**src/rtl/reg_bank_pkg.sv**
```systemverilog
// Types and constants shared by the Banco A register bank, its control unit
// and the access arbiter in front of it.
package reg_bank_pkg;

    localparam int BANK_ADDR_W = 4;
    localparam int BANK_DATA_W = 8;

    typedef enum logic [1:0] {
        IDLE    = 2'd0,
        ACCESS  = 2'd1,
        CAPTURE = 2'd2,
        RESP    = 2'd3
    } state_t;

    // Width of an index into n requesters; never narrower than one bit.
    function automatic int idx_w(input int n);
        return (n > 1) ? $clog2(n) : 1;
    endfunction

endpackage

```
**src/rtl/reg_bank_arbiter_rr_picker.sv**
```systemverilog
// Combinational round-robin selector: first asserted request found scanning
// upward from the position just after the last winner, wrapping around.
module rr_picker
    import reg_bank_pkg::*;
#(
    parameter int NREQ  = 4,
    parameter int IDX_W = idx_w(NREQ)
) (
    input  logic [NREQ-1:0]  req,
    input  logic [IDX_W-1:0] last,
    output logic             any,
    output logic [IDX_W-1:0] winner,
    output logic [NREQ-1:0]  onehot
);

    // Scan last+1 .. last+NREQ (mod NREQ) and keep the first hit.
    always_comb begin
        logic [IDX_W-1:0] idx_s;
        logic             hit_s;
        any    = 1'b0;
        winner = '0;
        onehot = '0;
        idx_s  = '0;
        hit_s  = 1'b0;
        for (int k = 1; k <= NREQ; k++) begin
            idx_s  = IDX_W'((int'(last) + k) % NREQ);
            hit_s  = !any && req[idx_s];
            winner = hit_s ? idx_s : winner;
            any    = any | req[idx_s];
        end
        if (any) begin
            onehot[winner] = 1'b1;
        end else begin
            onehot = '0;
        end
    end

endmodule

```
**src/rtl/reg_bank_arbiter.sv**
```systemverilog
// Shares the single Banco A access port among NREQ requesters: round-robin
// grant, one-cycle bank strobe, one-cycle done pulse with read data.
module reg_bank_arbiter
    import reg_bank_pkg::*;
#(
    parameter int NREQ   = 4,
    parameter int ADDR_W = BANK_ADDR_W,
    parameter int DATA_W = BANK_DATA_W
) (
    input  logic                   clk,
    input  logic                   rst,
    input  logic [NREQ-1:0]        req,
    input  logic [NREQ-1:0]        wr,
    input  logic [NREQ*ADDR_W-1:0] addr,
    input  logic [NREQ*DATA_W-1:0] wdata,
    output logic [NREQ-1:0]        gnt,
    output logic [NREQ-1:0]        done,
    output logic [DATA_W-1:0]      rdata,
    output logic                   bank_we,
    output logic                   bank_re,
    output logic [ADDR_W-1:0]      bank_addr,
    output logic [DATA_W-1:0]      bank_wdata,
    input  logic [DATA_W-1:0]      bank_rdata
);

    localparam int               IDX_W    = idx_w(NREQ);
    localparam logic [IDX_W-1:0] LAST_RST = IDX_W'(NREQ - 1);

    state_t              state_q, state_d;
    logic [IDX_W-1:0]    last_q, last_d;
    logic                op_q, op_d;
    logic [NREQ-1:0]     gnt_q, gnt_d;
    logic [NREQ-1:0]     done_q, done_d;
    logic [DATA_W-1:0]   rdata_q, rdata_d;
    logic                bank_we_q, bank_we_d;
    logic                bank_re_q, bank_re_d;
    logic [ADDR_W-1:0]   bank_addr_q, bank_addr_d;
    logic [DATA_W-1:0]   bank_wdata_q, bank_wdata_d;

    logic                pick_any_s;
    logic [IDX_W-1:0]    pick_idx_s;
    logic [NREQ-1:0]     pick_onehot_s;

    rr_picker #(
        .NREQ  (NREQ),
        .IDX_W (IDX_W)
    ) u_picker (
        .req    (req),
        .last   (last_q),
        .any    (pick_any_s),
        .winner (pick_idx_s),
        .onehot (pick_onehot_s)
    );

    // Next-state and next-output logic; strobes and done default low so each is a single-cycle pulse.
    always_comb begin
        state_d      = state_q;
        last_d       = last_q;
        op_d         = op_q;
        gnt_d        = gnt_q;
        done_d       = '0;
        rdata_d      = rdata_q;
        bank_we_d    = 1'b0;
        bank_re_d    = 1'b0;
        bank_addr_d  = bank_addr_q;
        bank_wdata_d = bank_wdata_q;
        case (state_q)
            IDLE: begin
                if (pick_any_s) begin
                    state_d      = ACCESS;
                    last_d       = pick_idx_s;
                    op_d         = wr[pick_idx_s];
                    gnt_d        = pick_onehot_s;
                    bank_we_d    = wr[pick_idx_s];
                    bank_re_d    = !wr[pick_idx_s];
                    bank_addr_d  = addr[pick_idx_s*ADDR_W +: ADDR_W];
                    bank_wdata_d = wdata[pick_idx_s*DATA_W +: DATA_W];
                end else begin
                    gnt_d = '0;
                end
            end
            ACCESS: begin
                if (op_q) begin
                    state_d = RESP;
                    done_d  = gnt_q;
                end else begin
                    state_d = CAPTURE;
                end
            end
            CAPTURE: begin
                // Bank returns data the cycle after the read strobe.
                rdata_d = bank_rdata;
                state_d = RESP;
                done_d  = gnt_q;
            end
            RESP: begin
                state_d = IDLE;
                gnt_d   = '0;
            end
            default: begin
                state_d = IDLE;
                gnt_d   = '0;
            end
        endcase
    end

    // State, pointer, latched request and all output registers.
    always_ff @(posedge clk or posedge rst) begin
        if (rst) begin
            state_q      <= IDLE;
            last_q       <= LAST_RST;
            op_q         <= 1'b0;
            gnt_q        <= '0;
            done_q       <= '0;
            rdata_q      <= '0;
            bank_we_q    <= 1'b0;
            bank_re_q    <= 1'b0;
            bank_addr_q  <= '0;
            bank_wdata_q <= '0;
        end else begin
            state_q      <= state_d;
            last_q       <= last_d;
            op_q         <= op_d;
            gnt_q        <= gnt_d;
            done_q       <= done_d;
            rdata_q      <= rdata_d;
            bank_we_q    <= bank_we_d;
            bank_re_q    <= bank_re_d;
            bank_addr_q  <= bank_addr_d;
            bank_wdata_q <= bank_wdata_d;
        end
    end

    assign gnt        = gnt_q;
    assign done       = done_q;
    assign rdata      = rdata_q;
    assign bank_we    = bank_we_q;
    assign bank_re    = bank_re_q;
    assign bank_addr  = bank_addr_q;
    assign bank_wdata = bank_wdata_q;

endmodule

```
**config.mk**
```make
export PLATFORM = sky130hd
export DESIGN_NAME = reg_bank_arbiter
export DESIGN_NICKNAME = d
export VERILOG_FILES = /design/src/rtl/reg_bank_pkg.sv /design/src/rtl/reg_bank_arbiter_rr_picker.sv /design/src/rtl/reg_bank_arbiter.sv
export SDC_FILE = /design/constraint.sdc
export NUM_CORES = 1
export LEC_CHECK = 0
export CORE_MARGIN = 3
export CORE_UTILIZATION = 35
export CTS_CLUSTER_SIZE = 8
export DETAILED_ROUTE_END_ITERATION = 8
export MAX_ROUTING_LAYER = met4
export PLACE_DENSITY = 0.8
export SYNTH_ARGS = -nofsm -noshare
export SYNTH_HDL_FRONTEND = slang
export SYNTH_SLANG_ARGS = --single-unit
```
**constraint.sdc**
```tcl
create_clock -name clk -period 2.35 [get_ports clk]
set_input_delay 0.235 -clock clk [delete_from_list [all_inputs] [get_ports clk]]
set_output_delay 0.235 -clock clk [all_outputs]
set_load 0.02 [all_outputs]
```
After elaboration in Yosys (flattened, before gate mapping)
Cells that the tools add are included.

Add/sub/neg operators: 4. Magnitude comparators: 6. Equality and inequality tests: 4. Shift operators: 2. Multiplexer cells: 27. Bitwise operators: 3. Reductions and logical operators: 11.

Operators with widths (number): $shiftx A32 B6 Y8 (1); $pmux W4 S2 (2); $shiftx A16 B5 Y4 (1); $lt A2 B3 Y1 const B (5); $mux W1 (11); $bmux W1 S2 (5); $mux W2 (5); $mux W4 (2); $pmux W2 S4 (1); $add A2 B1 Y2 const B (2); $add A2 B2 Y2 const B (2); $eq A2 B2 Y1 const B (2); $logic_and A1 B1 Y1 (4); $logic_not A1 Y1 (4); $or A1 B1 Y1 (3); $demux W1 S2 (1); $eq A2 B1 Y1 const B (1); $ge A2 B1 Y1 const B (1); $logic_not A2 Y1 (1); $ne A2 B2 Y1 const B (1); $reduce_and A2 Y1 (1); $reduce_bool A2 Y1 (1).

Flip-flop bits (word level): 35. Bits of input ports: 66. Word-level logic and storage cells: 67.

Logic depth before layout (Yosys ltp)
Gate-level depths: netlist (run 1).

Word-level depth: 14. Depth in mapped cells: 7. Gate-level depth less buffers: 5.

Cells and area by module
Synthesis (run 1) repeated with hierarchy kept, for this count alone.

Cell total of the unflattened synthesis: 143. Area, all modules: 1935.6 um^2.

Modules (own cells, without submodules): reg_bank_arbiter (times used 1, cells an instance 109, area each 1712.9 um^2); rr_picker (times used 1, cells an instance 34, area each 222.7 um^2).

Least setup slack after synthesis (run 1)
OpenSTA, ideal clock, no wires.

Kind: flip-flop to flip-flop. Start: reg last_q[0]. End: reg bank_addr_q[0], in the netlist bank_addr[0]. Setup time: 0.077 ns. Arrival time: 1.693 ns. Path slack: 0.579 ns. Cell stages (with the launch flop): 7. Path buffers: 1. Cell sequence: dfstp_2 nor2b_1 o21a_1 nor3_4 buf_6 mux2_2 a21oi_1.

Longest elaborated chain between the ends: 9. Elaborated cells between the ends (all ways): 27. Those cells by class: add/sub: 4; shift: 1; mux: 12; bitwise: 3; reduce/logical: 7.

RTL lines: start: declaration (line reg_bank_arbiter.sv:30) `logic [IDX_W-1:0] last_q, last_d;`; start signal: assignment (line reg_bank_arbiter.sv:122) `last_q <= last_d;`; $add A2 B1 Y2 or $add A2 B2 Y2 (tied branches) (line reg_bank_arbiter_rr_picker.sv:26) `idx_s = IDX_W'((int'(last) + k) % NREQ);`; $bmux W1 S2 (line reg_bank_arbiter_rr_picker.sv:27, reg_bank_arbiter_rr_picker.sv:29); $mux W1 (not written as such) (line reg_bank_arbiter_rr_picker.sv:27, reg_bank_arbiter_rr_picker.sv:29); $logic_not A1 Y1 or $or A1 B1 Y1 (tied branches) (line reg_bank_arbiter_rr_picker.sv:27, reg_bank_arbiter_rr_picker.sv:29); $logic_and A1 B1 Y1, or another cell as far along (line reg_bank_arbiter_rr_picker.sv:27) `hit_s = !any && req[idx_s];`; $mux W2, or another cell as far along (line reg_bank_arbiter_rr_picker.sv:28) `winner = hit_s ? idx_s : winner;`; $mux W2 or $logic_and A1 B1 Y1 (tied branches) (line reg_bank_arbiter_rr_picker.sv:28, reg_bank_arbiter_rr_picker.sv:27); $mux W2 (line reg_bank_arbiter_rr_picker.sv:28); $shiftx A16 B5 Y4 (line reg_bank_arbiter.sv:76) `bank_addr_d = addr[pick_idx_s*ADDR_W +: ADDR_W];`; end signal: assignment (line reg_bank_arbiter.sv:129) `bank_addr_q <= bank_addr_d;`; end: declaration (line reg_bank_arbiter.sv:37) `logic [ADDR_W-1:0] bank_addr_q, bank_addr_d;`.

Several ways; a longest one is shown, not always the timed one. The select of a mux whose other input is x is not followed. A chain may end at the register's enable or synchronous reset.

Worst setup path in the final report (run 1)
Start: reg last_q[0]. End: reg op_q.

Longest elaborated chain between the ends: 10. Elaborated cells between the ends (all ways): 28. Those cells by class: add/sub: 4; mux: 14; bitwise: 3; reduce/logical: 7.

RTL lines: $add A2 B1 Y2 or $add A2 B2 Y2 (tied branches) (line reg_bank_arbiter_rr_picker.sv:26); $bmux W1 S2 (line reg_bank_arbiter_rr_picker.sv:27, reg_bank_arbiter_rr_picker.sv:29); $mux W1 (not written as such) (line reg_bank_arbiter_rr_picker.sv:27, reg_bank_arbiter_rr_picker.sv:29); $logic_not A1 Y1 or $or A1 B1 Y1 (tied branches) (line reg_bank_arbiter_rr_picker.sv:27, reg_bank_arbiter_rr_picker.sv:29); $logic_and A1 B1 Y1, or another cell as far along (line reg_bank_arbiter_rr_picker.sv:27); $mux W2, or another cell as far along (line reg_bank_arbiter_rr_picker.sv:28); $mux W2 or $logic_and A1 B1 Y1 (tied branches) (line reg_bank_arbiter_rr_picker.sv:28, reg_bank_arbiter_rr_picker.sv:27); $mux W2 (line reg_bank_arbiter_rr_picker.sv:28); $bmux W1 S2 (line reg_bank_arbiter.sv:72) `op_d = wr[pick_idx_s];`; $mux W1 (not written as such) (line reg_bank_arbiter.sv:72); end signal: assignment (line reg_bank_arbiter.sv:123) `op_q <= op_d;`; end: declaration (line reg_bank_arbiter.sv:31) `logic op_q, op_d;`.

Several ways; a longest one is shown, not always the timed one. The select of a mux whose other input is x is not followed.

==> results of run 1 <==
## layout make-up
class / count / share of cell area
clock inverters: 3 / 0.0138
well taps: 70 / 0.0276
inverters: 8 / 0.00947
multi-input cells: 155 / 0.319
repair buffers: 108 / 0.331
clock buffers: 5 / 0.0217
flip-flops and latches: 35 / 0.277
## kinds of logic (layout without fill, tap and decap cells)
| logic type | count (synthesis) | after routing | share of synthesized area |
|---|---|---|---|
| flops | 35 | 35 | 0.438 |
| mux | 23 | 23 | 0.127 |
| buf+inv | 20 | 124 | 0.0562 |
| compound gates | 56 | 56 | 0.191 |
| simple gates | 72 | 72 | 0.162 |
| fa+ha+maj | 4 | 4 | 0.0250 |
## stage by stage
step | cell area, um^2 | util | std cells | worst slack (ns)
global route | 3170 | 0.598 | 384 | 0.144
floorplan | 2000 | - | 210 | 0.579
CTS | 3170 | 0.598 | 384 | 0.275
global placement | 3060 | 0.576 | 376 | 0.186
finish | 3170 | 0.598 | 384 | 0.292
detailed placement | 3060 | 0.576 | 376 | 0.140
## cells in the mapped netlist, types with 2 or more instances
cell / count / area share
a211oi_1: 2 / 0.0075
a21oi_1: 17 / 0.042
a221oi_1: 12 / 0.052
a22o_1: 2 / 0.0087
buf_2: 3 / 0.0075
buf_4: 3 / 0.011
buf_6: 3 / 0.017
clkbuf_1: 3 / 0.0056
dfrtp_1: 33 / 0.41
dfstp_2: 2 / 0.026
ha_1: 4 / 0.025
inv_1: 8 / 0.015
mux2_1: 3 / 0.017
mux2_2: 17 / 0.096
mux2i_1: 3 / 0.015
nand2_1: 34 / 0.064
nand2b_1: 2 / 0.0062
nor2_1: 23 / 0.043
nor2b_1: 4 / 0.012
o211a_1: 2 / 0.010
o21ai_0: 12 / 0.030
o22ai_1: 2 / 0.0062
## sequential cells by signal, indices dropped and copies added, names as in the netlist
register,count
bank_wdata,8
bank_addr,4
state_q,2
gnt,4
bank_we,1
bank_re,1
rdata,8
op_q,1
done,4
last_q,2
## critical path: stages (launching register included)
cell	delay, ns
dfstp_2	0.66
nor2b_1	0.14
o21a_1	0.23
nor3_4	0.28
buf_4	0.21
mux2i_1	0.28
o221ai_1	0.13
## report_power, final
part           internal [mW]  leakage, nW  switching (mW)
Sequential             0.890        0.421           0.199
Combinational           1.05        0.851            1.09
Clock                  0.316       0.0581           0.222
## worst paths after layout
| kind | to | slack, ns | cells past startpoint |
|---|---|---|---|
| max | op_q | 0.29 | 6 |
| min | rdata[2] | 0.34 | 3 |
| max reg2reg | op_q | 0.29 | 6 |
| min reg2reg | rdata[1] | 0.51 | 1 |
| max in group asynchronous | last_q[0] | 1.65 | 3 |
| min in group clk | rdata[1] | 0.51 | 1 |
## layer usage
metal  GRT usage  vias up  share of wire
met5           -        -              0
met4      0.0532        0          0.013
met3      0.0647        8          0.088
met2       0.314       83           0.50
met1       0.198      932           0.40
li1            -      949              -
==> flow_summary.json, run 1 <==
{
  "outcome": "complete, no violations",
  "ctsHoldBuffers": 0,
  "yosysUniqueCellTypes": 38,
  "drtAntennaViolNets": 0,
  "cts_sinks": 35,
  "antenna_found_initial": 0,
  "clk_pin_slew_ns": 0.08,
  "crit_type": "flop to flop",
  "vdd_drop_max_mv": 0.576,
  "grt_pass1_vias": 1984,
  "die_y_um": 81.7,
  "syn_to_final_growth_pct": 58.2,
  "register_area_um2": 878,
  "cts_buffer_depth": 2,
  "slew_headroom": 0.707,
  "power.density_nw_per_um2": 1190,
  "synth_enable_flop_cells": 0,
  "yosys_warnings": 0,
  "postSynthAreaPerCell_um2": 9.54,
  "overflow": 0,
  "crit_path_start_kind": "flop",
  "period_minus_slack_ns": 2.06,
  "antenna_cells": 0,
  "p_leak_nw": 1.33,
  "postCtsSetupBuffers": 0,
  "io_buffers": 95,
  "final-max-slew-violation-count": 0,
  "track_usage": 0.182,
  "worstReg2RegStart": "last_q[0]",
  "rows": 26,
  "drive_above_1_share": 0.140,
  "coreArea_um2": 5300,
  "dr.pass1.iters": 4,
  "hpwl_mm": 4.45,
  "async_flop_share": 1.00,
  "num_io_pins": 96,
  "via_count": 1972,
  "rsz0062_at_grt": "false",
  "fp.dieW_um": 81.7,
  "p_total_mw": 3.77,
  "finClkSkew_ns": 0.0105,
  "gp_congestion": 0.806,
  "cp.required_ns": 2.51,
  "final.setup.tns_ns": 0,
  "postCtsResizedCells": 0,
  "via_per_inst": 5.14,
  "cts_made_buffers": 5,
  "multi_input_area_um2": 1010,
  "cp_max_fo": 14,
  "fin_hold_ws_ns": 0.341,
  "die-area_um2": 6670,
  "cts-root-buf": "clkbuf_8",
  "critPathLaunch": "last_q[0]",
  "start_util": 0.378,
  "syn_nets": 280,
  "fmax_ghz": 0.486,
  "initialDrtViolationCount": 67,
  "n_fill_cell": 464,
  "hold_path_class": "input port to asynchronous set/reset pin",
  "final_cell_mix": "95 x clkdlybuf4s50_1, 34 x nand2_1, 33 x dfrtp_1",
  "layout.nets": 383,
  "grt_pass1_wl_mm": 9.01,
  "tightest_slew_ns": 0.439,
  "hold_viol_final": 0,
  "finalSetupViolations": 0,
  "max_cap_violations": 0,
  "cts_tree": "yes",
  "crit_arrival_ns": 2.22,
  "syn_inst": 210,
  "netlist_area_um2": 2000,
  "fin_crit_sh": 0.876,
  "crit_path_end_kind": "flop",
  "grt_max_degree": 36,
  "wire_per_inst_um": 14.8,
  "ys_seq_area_frac": 0.438,
  "drc_errors": 0,
  "synth_flop_cell": "dfrtp_1",
  "routed_wl_mm": 5.68,
  "ys_seq_elements": 35,
  "htree_num_levels": 2,
  "clk-insertion-delay-late_ns": 0.29,
  "layout_commonest_cell": "clkdlybuf4s50_1"
}
No activity file was read; power rests on OpenSTA's default activity.
==> run 2, diff against run 1 <==
CELL_PAD_IN_SITES_DETAIL_PLACEMENT = 1   (was unset)
CELL_PAD_IN_SITES_GLOBAL_PLACEMENT = 2   (was unset)
CORE_UTILIZATION = 23   (was 35)
PLACE_DENSITY = 0.9   (was 0.8)
==> flow_summary.json, run 2 (synthesis gave the netlist of run 1 again) <==
{
  "outcome": "complete, no violations",
  "postCtsSetupBuffers": 0,
  "cp.required_ns": 2.52,
  "vdd_drop_max_mv": 0.363,
  "fin_crit_sh": 0.824,
  "antenna_cells": 0,
  "hpwl_mm": 5.14,
  "grt_pass1_vias": 2207,
  "cpMaxStageDelayCell": "dfstp_2",
  "gp_congestion": 0.800,
  "dr.pass1.iters": 4,
  "cts_tree": "yes",
  "drtAntennaViolNets": 0,
  "clk_pin_slew_ns": 0.08,
  "cts_sinks": 35,
  "multi_input_area_um2": 1010,
  "dp.cells": 412,
  "finalSetupViolations": 0,
  "final.setup.tns_ns": 0,
  "coreArea_um2": 8340,
  "max_cap_violations": 0,
  "routed_wl_mm": 6.73,
  "layout_setup_ws_ns": 0.414,
  "fmax_ghz": 0.516,
  "layout.nets": 384,
  "finClkSkew_ns": 0.00567,
  "grtUsageMet3": 0.0449,
  "drive_above_1_share": 0.143,
  "layout_commonest_cell": "clkdlybuf4s50_1",
  "fin_util": 0.388,
  "io_buffers": 95,
  "postCtsResizedCells": 0,
  "grt_max_degree": 36,
  "start_util": 0.240,
  "overflow": 0,
  "fp.dieW_um": 99.3,
  "crit_type": "flop to flop",
  "grt_pass1_wl_mm": 10.8,
  "crit_arrival_ns": 2.11,
  "antenna_found_initial": 0,
  "die-area_um2": 9870,
  "final-max-slew-violation-count": 0,
  "crit_chain": "buf_4 -> nor2b_1 -> a211oi_1 -> nor2_1 -> a221oi_1 -> a21oi_1",
  "die_y_um": 99.3,
  "max_stage_delay_ns": 0.56,
  "syn_to_final_growth_pct": 61.4,
  "p_leak_nw": 1.34,
  "cts-root-buf": "clkbuf_8",
  "use_met1": 0.156,
  "fin_hold_ws_ns": 0.354,
  "crit_path_start_kind": "flop",
  "cts_buffer_depth": 2,
  "final_cell_mix": "95 x clkdlybuf4s50_1, 34 x nand2_1, 33 x dfrtp_1",
  "power.density_nw_per_um2": 1190,
  "initialDrtViolationCount": 132,
  "cts_made_buffers": 5,
  "hold_path_class": "input port to asynchronous set/reset pin",
  "clk-insertion-delay-late_ns": 0.29,
  "htree_num_levels": 2,
  "period_minus_slack_ns": 1.94,
  "via_count": 1997,
  "use_met2": 0.243,
  "num_io_pins": 96,
  "rows": 33,
  "dp_slack_ns": 0.0981,
  "crit_path_end_kind": "flop",
  "register_area_um2": 878,
  "track_usage": 0.143,
  "slew_headroom": 0.601,
  "final_cells": 420,
  "hold_viol_final": 0,
  "ctsHoldBuffers": 0,
  "n_fill_cell": 963,
  "drc_errors": 0,
  "grt.busiest_layer": "met2",
  "cp_max_fo": 12,
  "rsz0062_at_grt": "false",
  "wire_per_inst_um": 16.0,
  "tightest_slew_ns": 0.599,
  "via_per_inst": 4.75
}
## run 2: cell count changes in the layout (fill, tap and decap cells not counted)
cell    previous run  this run
buf_12             0         1
## run 2: layout make-up
| type | count | share of cell area |
|---|---|---|
| timing repair buffer | 109 | 0.330 |
| multi-input combinational | 155 | 0.313 |
| sequential | 35 | 0.272 |
| tap | 105 | 0.0406 |
| clock buffer | 5 | 0.0213 |
| clock inverter | 3 | 0.0135 |
| inverter | 8 | 0.00929 |
## run 2: worst paths after layout
check,end,slack (ns),start,depth (start not counted)
setup / recovery,bank_wdata[1],0.41,last_q[0],6
hold / removal,bank_wdata[7],0.35,rst,3
setup reg to reg,bank_wdata[1],0.41,last_q[0],6
hold reg to reg,gnt[3],0.50,gnt[3],2
max in group asynchronous,last_q[0],1.63,rst,3
min in group clk,gnt[3],0.50,gnt[3],2
## run 2: report_power, final
| group | internal, mW | total (mW) | leakage (nW) | switching, mW |
|---|---|---|---|---|
| Sequential | 0.889 | 1.06 | 0.421 | 0.175 |
| Clock | 0.316 | 0.560 | 0.0581 | 0.244 |
| Combinational | 1.07 | 2.22 | 0.860 | 1.16 |
## run 2: metrics by stage
stage	instance area [um^2]	total power, mW
finish	3230	3.85
global route	3230	4.17
CTS	3230	3.92
detailed placement	3120	3.34
global placement	3120	3.27
floorplan	2000	2.39
## run 2: layer usage
layer / wire, um / up-vias
met5: 0 / -
met4: 151 / 0
met3: 439 / 10
met2: 3320 / 64
met1: 2810 / 966
li1: - / 957
## run 2: worst max-delay path, delay by kind of cell (launching register included)
kind | cells | cell delay [ns]
AO/OA/AOI/OAI | 3 | 0.81
buffers and inverters | 1 | 0.18
flip-flops | 1 | 0.56
AND/OR/NAND/NOR | 2 | 0.26
==> RTL change (flow settings as in run 2) <==
Take the reset off `rdata_q`, `bank_addr_q` and `bank_wdata_q` and load them in a clocked block of their own.
--- a/src/rtl/reg_bank_arbiter.sv
+++ b/src/rtl/reg_bank_arbiter.sv
@@ -113,9 +113,6 @@
             gnt_q        <= '0;
             done_q       <= '0;
-            rdata_q      <= '0;
             bank_we_q    <= 1'b0;
             bank_re_q    <= 1'b0;
-            bank_addr_q  <= '0;
-            bank_wdata_q <= '0;
         end else begin
             state_q      <= state_d;
@@ -124,10 +121,13 @@
             gnt_q        <= gnt_d;
             done_q       <= done_d;
-            rdata_q      <= rdata_d;
             bank_we_q    <= bank_we_d;
             bank_re_q    <= bank_re_d;
-            bank_addr_q  <= bank_addr_d;
-            bank_wdata_q <= bank_wdata_d;
         end
+    end
+
+    always_ff @(posedge clk) begin
+        rdata_q      <= rdata_d;
+        bank_addr_q  <= bank_addr_d;
+        bank_wdata_q <= bank_wdata_d;
     end
 
Behaviour: not the same (Yosys sat finds a counterexample within 4 cycles, from zero or initial values and one cycle with rst high).
==> RTL change against run 2 <==
- sequential cell count unchanged
- area after synthesis is 9.6% lower
- total power shrank 18%
- cell area shrank 7.4%
- sequential share of layout area is 5.5 points higher
- combinational power is 27% lower
- non-clock buffer count is 9 lower
- setup slack got worse by 120 ps
- largest cell class unchanged
- maximum frequency is 5.7% lower
- routed wire length is 25% lower
==> RTL change: results (changes against run 2) <==
----------------------------------------------------
[Outcome]
  Outcome ... complete, no violations

[Synth]
  Post-Syn Area per Cell ... 12.7 um^2 (+33%)
  Leading cell types by total area after synthesis ... edfxtp_1, mux2i_1, dfrtp_1, dfstp_2, ha_1
  Synthesized netlist net count ... 213 (-24%)
  Fraction of registers with async set/reset ... 42.9% (-57 points)
  Sequential share of the synthesized area ... 54.0% (+10 points)
  Number of enable-type register cells in the synthesized netlist ... 20 (+20)
  Warning count from the yosys run ... 0 (unchanged)
  Top flip-flop cell by instance count after synthesis ... edfxtp_1
  Count of distinct cell types in the synthesized netlist ... 31 (-18%)
  Synth cell count leaders ... mux2i_1, edfxtp_1, dfrtp_1, nand2_1, nor2_1

[Clock tree]
  Number of H-tree levels ... 2 (unchanged)
  Post-CTS clock slew at the launch and capture registers of the worst setup and hold paths ... 80 ps (about the same)
  Max clock buf depth ... 2 (unchanged)
  Number of cells upsized or downsized after cts ... 0 (unchanged)

[Route]
  Final wirelength ... 5020 um (-25%)
  Count of routing violations after the opening detailed-route iteration ... 79 (-40%)
  Drt wl/cell ... 14.5 um (-9.2%)
  Count of TritonRoute iterations in the first routing pass ... 3 (-1)
  Number of vias per cell after detailed routing ... 4.37 (-8.2%)

[Cells and area]
  NumNets Final ... 315 (-18%)
  Antenna fix cells ... 0 (unchanged)
  Layout cells sized above 1 ... 8.94% (-5.3 points)
  Filler cell count ... 826 (-14%)

[Placement]
  Placer congestion estimate ... 0.737 (-7.8%)
  Placed cell count ... 337 (-18%)
  Worst slack at placement ... 26.9 ps (-71.1 ps)
  Post-place instance area ... 2880 um^2 (-7.7%)
  HPWL Detailed ... 4140 um (-20%)

[Setup path]
  Data arrival time at the worst-slack endpoint ... 2080 ps (-30 ps)
  Biggest fanout along the worst timing path ... 18 (+6)
  Startpoint types ... flip-flop

[Power and ir drop]
  Static Leakage ... 1.23 nW (-8.2%)
  Sw Pwr ... 1.16 mW (-26%)
  IR drop worst, VDD ... 0.000296 V (-18%)

[Global routing]
  Number of global-route vias before repair ... 1597 (-28%)
  Maximum number of pins on one net before global-route repair ... 19 (-47%)
  GRT Resource Usage Total ... 11.5% (-2.7 points)
  First-pass GRT wire length ... 7600 um (-30%)
  Initial antenna violation count ... 0 (unchanged)

[Timing]
  Worst Skew ... 4.88 ps (-0.784 ps)
  Worst slew slack as a fraction of its limit ... 63.1% (+3.0 points)

----------------------------------------------------
RTL change: cell types whose count changed after synthesis, sizes merged, moves of 14 or more:
cell and change:
dfrtp -20, mux2 -19, nand2 -21, nor2 -14, mux2i +35, edfxtp +20
RTL change: worst max-delay path: stages (launching register included):
cell and delay, ps:
dfstp_2 600, nand2b_1 140, a21oi_1 120, nor3_4 230, buf_4 330, mux2i_1 270, mux2i_1 110
RTL change: layout make-up:
type	instances	area, um^2	share of cell area [%]
sequential	35	978	32.7
multi-input combinational	98	759	25.4
inverter	5	18.8	0.627
clock buffer	7	108	3.59
clock inverter	1	5.00	0.167
tap	99	124	4.14
timing repair buffer	100	1000	33.4
RTL change: kinds of logic after synthesis:
logic type,count (synthesis),share of synthesized area [%]
buffers and inverters,10,4.42
muxes,39,21.8
DFF,35,54.0
AOI/OAI and AO/OA,22,8.49
adders and majority gates,4,2.76
and+or+nand+nor,33,8.49
RTL change: worst paths after layout:
| kind | end | slack (ps) | depth (start not counted) |
|---|---|---|---|
| setup reg to reg | bank_wdata[5] | 300 | 6 |
| hold / removal | gnt[3] | 310 | 2 |
| setup / recovery | bank_wdata[5] | 300 | 6 |
| min in group clk | gnt[3] | 500 | 2 |
| hold reg to reg | gnt[3] | 500 | 2 |
| max in group asynchronous | last_q[0] | 1670 | 2 |
RTL change: layer usage:
| layer | global-route usage [%] | up-vias | part of all wire (%) |
|---|---|---|---|
| li1 | - | 726 | - |
| met1 | 13.0 | 703 | 41 |
| met2 | 19.4 | 75 | 49 |
| met3 | 4.14 | 2 | 9.3 |
| met4 | 3.13 | 0 | 0.68 |
| met5 | - | - | 0 |
RTL change: power groups by stage:
stage | Combinational [mW] | Sequential [mW] | Clock, mW
2_1_floorplan | 0.853 | 1.23 | 0
3_3_place_gp | 1.61 | 1.04 | 0
3_5_place_dp | 1.64 | 1.05 | 0
4_1_cts | 1.65 | 1.04 | 0.543
5_1_grt | 1.77 | 1.06 | 0.573
6_report | 1.61 | 1.03 | 0.523
